[src/rtl/alu_share_arbiter.sv]
// Round-robin sharing of one external combinational ALU between two requesters.
// Optional ALU_ILLEGAL_CHK_EN screens {funct7,funct3} and answers illegal ops with resp_err.
module alu_share_arbiter #(
  parameter int unsigned XLEN     = 64,
  parameter int unsigned TAG_W    = 4,
  parameter int unsigned EXEC_CYC = 1
) (
  input  logic                 clk,
  input  logic                 rst_n,
  input  logic [1:0]           req_valid,
  output logic [1:0]           req_ready,
  input  logic [5:0]           req_funct3,
  input  logic [13:0]          req_funct7,
  input  logic [2*XLEN-1:0]    req_rs1,
  input  logic [2*XLEN-1:0]    req_rs2,
  input  logic [2*TAG_W-1:0]   req_tag,
  output logic [1:0]           resp_valid,
  input  logic [1:0]           resp_ready,
  output logic [XLEN-1:0]      resp_rd,
  output logic [TAG_W-1:0]     resp_tag,
  output logic                 resp_err,
  output logic [2:0]           alu_funct3,
  output logic [6:0]           alu_funct7,
  output logic [XLEN-1:0]      alu_rs1,
  output logic [XLEN-1:0]      alu_rs2,
  input  logic [XLEN-1:0]      alu_rd
);

  localparam int unsigned CNT_W = 4;

  typedef enum logic [1:0] {
    IDLE = 2'd0,
    EXEC = 2'd1,
    RESP = 2'd2
  } state_e;

  state_e             state_q;
  logic [CNT_W-1:0]   cnt_q;
  logic               rr_q;
  logic               port_q;
  logic [TAG_W-1:0]   tag_q;
  logic [1:0]         resp_valid_q;
  logic [XLEN-1:0]    resp_rd_q;
  logic [TAG_W-1:0]   resp_tag_q;
  logic               resp_err_q;
  logic [2:0]         alu_funct3_q;
  logic [6:0]         alu_funct7_q;
  logic [XLEN-1:0]    alu_rs1_q;
  logic [XLEN-1:0]    alu_rs2_q;

  logic               grant_c;
  logic               req_hs_c;
  logic               illegal_c;
  logic [2:0]         sel_funct3_c;
  logic [6:0]         sel_funct7_c;
  logic [XLEN-1:0]    sel_rs1_c;
  logic [XLEN-1:0]    sel_rs2_c;
  logic [TAG_W-1:0]   sel_tag_c;

  // Arbitration: a lone requester wins; on a tie the port that did not win last time.
  always_comb begin
    grant_c   = req_valid[1];
    req_ready = 2'b00;
    if (req_valid == 2'b11) grant_c = ~rr_q;
    if ((state_q == IDLE) && (req_valid != 2'b00)) req_ready = grant_c ? 2'b10 : 2'b01;
    req_hs_c     = |(req_valid & req_ready);
    sel_funct3_c = grant_c ? req_funct3[5:3] : req_funct3[2:0];
    sel_funct7_c = grant_c ? req_funct7[13:7] : req_funct7[6:0];
    sel_rs1_c    = grant_c ? req_rs1[XLEN +: XLEN] : req_rs1[0 +: XLEN];
    sel_rs2_c    = grant_c ? req_rs2[XLEN +: XLEN] : req_rs2[0 +: XLEN];
    sel_tag_c    = grant_c ? req_tag[TAG_W +: TAG_W] : req_tag[0 +: TAG_W];
`ifdef ALU_ILLEGAL_CHK_EN
    illegal_c = !((sel_funct7_c == 7'h00) ||
                  ((sel_funct7_c == 7'h14) && ((sel_funct3_c == 3'd0) || (sel_funct3_c == 3'd5))));
`else
    illegal_c = 1'b0;
`endif
  end

  // Sequencer: IDLE -> EXEC -> RESP -> IDLE, illegal ops bypass EXEC.
  always_ff @(posedge clk or negedge rst_n) begin
    if (!rst_n) begin
      state_q      <= IDLE;
      cnt_q        <= '0;
      rr_q         <= 1'b1;
      port_q       <= 1'b0;
      tag_q        <= '0;
      resp_valid_q <= 2'b00;
      resp_rd_q    <= '0;
      resp_tag_q   <= '0;
      resp_err_q   <= 1'b0;
      alu_funct3_q <= '0;
      alu_funct7_q <= '0;
      alu_rs1_q    <= '0;
      alu_rs2_q    <= '0;
    end else begin
      case (state_q)
        IDLE: begin
          if (req_hs_c) begin
            rr_q   <= grant_c;
            port_q <= grant_c;
            tag_q  <= sel_tag_c;
            if (illegal_c) begin
              resp_rd_q    <= '0;
              resp_err_q   <= 1'b1;
              resp_tag_q   <= sel_tag_c;
              resp_valid_q <= {grant_c, ~grant_c};
              state_q      <= RESP;
            end else begin
              alu_funct3_q <= sel_funct3_c;
              alu_funct7_q <= sel_funct7_c;
              alu_rs1_q    <= sel_rs1_c;
              alu_rs2_q    <= sel_rs2_c;
              cnt_q        <= CNT_W'(EXEC_CYC - 1);
              state_q      <= EXEC;
            end
          end
        end
        EXEC: begin
          if (cnt_q == '0) begin
            resp_rd_q    <= alu_rd;
            resp_err_q   <= 1'b0;
            resp_tag_q   <= tag_q;
            resp_valid_q <= {port_q, ~port_q};
            state_q      <= RESP;
          end else begin
            cnt_q <= cnt_q - CNT_W'(1);
          end
        end
        RESP: begin
          if (resp_ready[port_q]) begin
            resp_valid_q <= 2'b00;
            state_q      <= IDLE;
          end
        end
        default: state_q <= IDLE;
      endcase
    end
  end

  assign resp_valid = resp_valid_q;
  assign resp_rd    = resp_rd_q;
  assign resp_tag   = resp_tag_q;
  assign resp_err   = resp_err_q;
  assign alu_funct3 = alu_funct3_q;
  assign alu_funct7 = alu_funct7_q;
  assign alu_rs1    = alu_rs1_q;
  assign alu_rs2    = alu_rs2_q;

endmodule

[config.mk]
export PLATFORM = sky130hd
export DESIGN_NAME = alu_share_arbiter
export DESIGN_NICKNAME = d
export VERILOG_FILES = /design/src/rtl/alu_share_arbiter.sv
export SDC_FILE = /design/constraint.sdc
export NUM_CORES = 1
export LEC_CHECK = 0
export ABC_CLOCK_PERIOD_IN_PS = 2050
export CAP_MARGIN = 20
export CORE_AREA = 2 2 221 223
export DETAILED_ROUTE_END_ITERATION = 6
export DIE_AREA = 0 0 223 225
export HOLD_SLACK_MARGIN = 0.02
export MAX_ROUTING_LAYER = met4
export PLACE_DENSITY = 0.59
export REMOVE_ABC_BUFFERS = 1
export SLEW_MARGIN = 20
export SYNTH_ARGS = -nofsm -noshare
export SYNTH_HDL_FRONTEND = slang
export SYNTH_SLANG_ARGS = --single-unit
[constraint.sdc]
create_clock -name clk -period 2.05 [get_ports clk]
set_input_delay 0.3075 -clock clk [delete_from_list [all_inputs] [get_ports clk]]
set_output_delay 0.3075 -clock clk [all_outputs]
set_load 0.01 [all_outputs]
== After elaboration in Yosys (flattened, before gate mapping) ==
Cells that the tools add are included.

* Reduce and logical (&&, ||, !) cells: 12
* Eq/ne operators: 7
* Bitwise gates (word level): 3
* $add $sub $neg: 1
* Muxes and demuxes: 19
* Order comparisons: 1

{| class="wikitable"
|+ Operator list
! cell !! count
|-
| 2-to-1 mux 64 bit || 2
|-
| 2-to-1 mux 2 bit || 6
|-
| 2-to-1 mux 4 bit || 3
|-
| AND reduction 3 bit || 3
|-
| inequality test 2 bit, second input constant || 4
|-
| one-hot mux 4 bit (2 select lines) || 1
|-
| 2-to-1 mux 7 bit || 1
|-
| one-hot mux 2 bit (3 select lines) || 1
|-
| nonzero test 2 bit || 3
|-
| == test 2 bit, second input constant || 2
|-
| logical NOT 4 bit || 1
|-
| one-hot mux 2 bit (2 select lines) || 1
|-
| AND reduction 2 bit || 2
|-
| subtractor 4 x 1 -> 4 bit, second input constant || 1
|-
| 2-to-1 mux 1 bit || 3
|-
| 2-to-1 mux 3 bit || 1
|-
| AND 2 bit || 1
|-
| == test 2 x 1 -> 1 bit, second input constant || 1
|-
| logical NOT 2 bit || 1
|-
| less-than comparator 1 x 2 -> 1 bit, second input constant || 1
|-
| inverter 1 bit || 2
|-
| OR reduction 2 bit || 1
|-
| logical AND 1 bit || 1
|}

* Register bits after elaboration: 220

== Longest topological paths before layout ==
* Depth after elaboration: 8
* Gate-level depth with buffers: 7
* Depth with buffers taken out: 5

== Least setup slack after synthesis ==
No wires, ideal clock.

* Path kind: flip-flop to flip-flop
* Start: reg cnt_q[0]
* End: reg resp_rd_q[11], in the netlist resp_rd[11]
* Setup time: 0.125 ns
* Path slack: 0.117 ns
* Cell stages (with the launch flop): 8
* Buffers on the path: 2
* Arrival: 1.808 ns
* Data required time: 1.925 ns
* Cell sequence: dfrtp_1 -> inv_1 -> ha_1 -> or3b_4 -> nor2_4 -> buf_4 -> buf_6 -> mux2_2

* Longest elaborated chain between the ends: 2

{| class="wikitable"
|+ RTL lines
! what !! line !! RTL
|-
| from (decl) || 38 || <nowiki>logic [CNT_W-1:0] cnt_q;</nowiki>
|-
| from (signal assigned) || 114 || <nowiki>cnt_q <= CNT_W'(EXEC_CYC - 1);</nowiki>
|-
| from (signal assigned) || 127 || <nowiki>cnt_q <= cnt_q - CNT_W'(1);</nowiki>
|-
| logical NOT 4 bit || 120 || <nowiki>if (cnt_q == '0) begin</nowiki>
|-
| AND reduction 2 bit (no line) || n/a ||
|-
| to (signal assigned) || 121 || <nowiki>resp_rd_q <= alu_rd;</nowiki>
|-
| to (decl) || 43 || <nowiki>logic [XLEN-1:0] resp_rd_q;</nowiki>
|}

No other way between the ends.
A chain may end at the register's enable or synchronous reset.

== Final worst setup path ==
* Start: reg state_q[1]
* End: out req_ready[1]

* Longest elaborated chain between the ends: 3

{| class="wikitable"
|+ RTL lines
! what !! line !! RTL
|-
| from (decl) || 37 || <nowiki>state_e state_q;</nowiki>
|-
| from (signal assigned) || 83 || <nowiki>state_q <= IDLE;</nowiki>
|-
| from (signal assigned) || 108 || <nowiki>state_q <= RESP;</nowiki>
|-
| from (signal assigned) || 115 || <nowiki>state_q <= EXEC;</nowiki>
|-
| logical NOT 2 bit || 65 || <nowiki>if ((state_q == IDLE) && (req_valid != 2'b00)) req_ready = grant_c ? 2'b10 : 2'b01;</nowiki>
|-
| logical AND 1 bit || 65 ||
|-
| 2-to-1 mux 2 bit || 65 ||
|-
| to (decl) || 11 || <nowiki>output logic [1:0] req_ready,</nowiki>
|}

No other way between the ends.

==> results.yml <==
yosys:
  netlist_instances: 690
  ys_top_cells_by_area: "dfrtp_1, a221o_1, a21boi_0"
  syn_area_sq_um: 9450
  netlist_top_cells_count: "dfrtp_1, a21boi_0, a221o_1"
  synthAdderAreaFrac_pct: 0.265
  async_flop_share_pct: 100
  synth_edf_count: 0
  synth_compound_area_share_pct: 27.4
  synthSimpleGateAreaFrac_pct: 1.39
  yosysTopAreaCell: "dfrtp_1"
  yosys_most_used_dff: "dfrtp_1"
  synth_top_family_by_area: "compound AO/OA/AOI/OAI gates"
  synth_xor_area_share_pct: 0
  synth_most_common_cell: "dfrtp_1"
  synth-seq-area-share_pct: 58.3
  synth.mux.area_fraction_pct: 8.31
  syn_avg_cell_area_sq_um: 13.7
  yosys_warnings: 0
  synth.top_cell.area_share_pct: 58.0
  synth.distinct_cells: 37
  ys_ff_latch: 220
critical_path:
  critPathKind: "flop to output port"
  cp.arrival_ns: 1.65
  critPathLaunchType: "flop"
  critPathMaxFanout: 7
  critPathBufInv: 1
  worst_ep_required_time_ns: 1.74
  slowest_delay_ns: 0.45
  slowest_stage: "dfrtp_2"
  crit_chain: "nor2_4, and3_4, clkdlybuf4s15_2"
  cpLargestDelayFamily: "flip-flops"
  endpoint_kind: "output port"
floorplan:
  die_x_um: 223
  coreArea_sq_um: 47500
  die_area_sq_um: 50200
  boundaryPins: 565
  rows: 80
  die_h_um: 225
  start_util_pct: 19.9
clock_tree:
  clockBufferDepth: 3
  root_buffer: "clkbuf_16"
  cts.sink_count: 220
  htreeDepth: 1
  cts_made_buffers: 27
  path_clk_slew_ns: 0.06
  cts_tree: "built"
  clock_latency_ns: 0.54
sta:
  drv_slew: 0
  rsz0062_at_grt: "no"
  worst_slew_pin_slew_ns: 0.839
  finalCritPeriodShare_pct: 95.6
  slew_headroom_pct: 44.1
  fin_crit_ns: 1.96
  hold_viol: 0
  setup_viol: 0
  setup_slack_ns: 0.0907
  finClkSkew_ns: 0.0128
  max_freq_ghz: 0.510
power_and_ir_drop:
  ir_drop_uv: 873
  power_frac_comb_pct: 50.2
  total_power_mw: 24.4
  pwr-share-clk_pct: 18.1
  power_density_nw_per_um2: 1450
  p_switching_mw: 8.10
  sw_frac_of_total_pct: 33.3
  power_frac_seq_pct: 31.7
  internal_power_mw: 16.2
  leakagePower_nw: 6.69
run:
  cap_violations: 0
global_routing:
  grt_use_total_pct: 14.9
  overflow: 0
  grt_max_degree: 145
  antenna_found_initial: 3
  grt_pass1_vias: 9308
  grt_pass1_wl_um: 56600
outcome:
  outcome: "complete, no violations"
route:
  dr.max_layer_used: "met4"
  first_pass_iters: 4
  post_drt_wl_per_cell_um: 20.4
  wl_met2_um: 18400
  ant_nets: 0
  post-route-drc-count: 0
  drt_iter0_drc: 447
  wirelength_um: 38400
  met1Wirelength_um: 15800
  viasPerCell: 4.57
  dr_total_vias: 8603
  met3WireLength_um: 3320
placement:
  hpwl_um: 27700
  place_area_sq_um: 15900
  port_buffers: 563
  gp_routability_congestion: 0.827
  dp_slack_ns: -0.204
layout:
  nets: 1609
  syn2layout_area_growth_pct: 77.3
  final_area_sq_um: 16800
  drive_gt1_share_pct: 12.6
hold_path:
  hold_class: "input port to async pin"
[routing by layer]
layer	vias to the layer above	global-route usage, %
li1	3852	-
met1	4269	17.5
met2	425	24.9
met3	57	4.41
met4	0	4.22
met5	-	-
[registers in the layout, summed over array words and instances, names as in the netlist]
signal / cells
alu_funct3: 3
alu_funct7: 7
alu_rs1: 64
alu_rs2: 64
cnt_q: 4
port_q: 1
resp_rd: 64
resp_tag: 4
resp_valid: 2
rr_q: 1
state_q: 2
tag_q: 4
[cell families after synthesis]
logic type / after synthesis
multiplexers: 70
other: 1
adder cells (fa/ha/maj): 2
AND/OR/NAND/NOR: 21
buffers and inverters: 76
AO/OA/AOI/OAI: 300
flip-flops: 220
[per-stage QoR]
step           hold slack [ns]  instances  setup TNS (ns)  utilization, %
3_5_place_dp             0.274       1837          -10.96            33.5
4_1_cts                  0.278       1881               0            35.2
6_report                 0.297       1883               0            35.2
2_1_floorplan           0.0119        618         -767.81               -
3_3_place_gp             0.274       1837          -10.12            33.5
5_1_grt                  0.326       1883               0            35.2
[power groups by stage]
stage          Clock [mW]  Sequential [mW]  Combinational [mW]
2_1_floorplan           0             8.49                3.98
3_3_place_gp            0             7.73                12.2
3_5_place_dp            0             7.73                12.4
4_1_cts              4.56             7.75                12.4
5_1_grt              4.70             8.01                13.1
6_report             4.40             7.72                12.2
[what timing repair did]
action                     CTS  global route
resized for setup            6             1
hold buffers                 1             0
pin swaps                    0             2
hold endpoints to repair    43             0
setup buffers                1             0
setup endpoints to repair    2             4
[cell type report]
class                      count  area [sq um]
tap                          615           769
inverter                       4          15.0
multi-input combinational    394          3550
timing repair buffer         606          6110
fill                        4658         30800
clock inverter                 5          27.5
sequential                   220          5510
antenna                        2          5.00
clock buffer                  37           763
[placed cells by master (no fill, tap or decap), types with 2 or more instances in the layout]
master / Yosys / final
clkdlybuf4s50_1: 0 / 560
dfrtp_1: 219 / 218
a21boi_0: 142 / 142
a221o_1: 142 / 142
mux2_2: 68 / 68
buf_4: 2 / 30
clkbuf_16: 0 / 27
buf_12: 0 / 12
clkbuf_1: 36 / 5
clkbuf_8: 0 / 5
inv_1: 4 / 4
nand2_1: 4 / 4
o21ai_0: 4 / 4
clkinv_2: 0 / 4
a21oi_1: 3 / 3
diode_2: 0 / 2
nand2b_1: 2 / 2
nor2_4: 1 / 2
and3_4: 1 / 2
or2_2: 3 / 2
mux2i_1: 2 / 2
a21o_1: 2 / 2
ha_1: 2 / 2
[worst paths after layout]
check	startpoint	end	slack, ns	cells past startpoint
setup / recovery	state_q[1]	req_ready[1]	0.09	3
hold / removal	rst_n	resp_rd[5]	0.30	2
setup reg to reg	cnt_q[1]	resp_rd[11]	0.10	7
hold reg to reg	resp_rd[6]	resp_rd[6]	0.50	1
max in group asynchronous	rst_n	rr_q	1.06	3
min in group clk	req_rs1[96]	alu_rs1[32]	0.38	2
(Power assumes the default switching activity.)
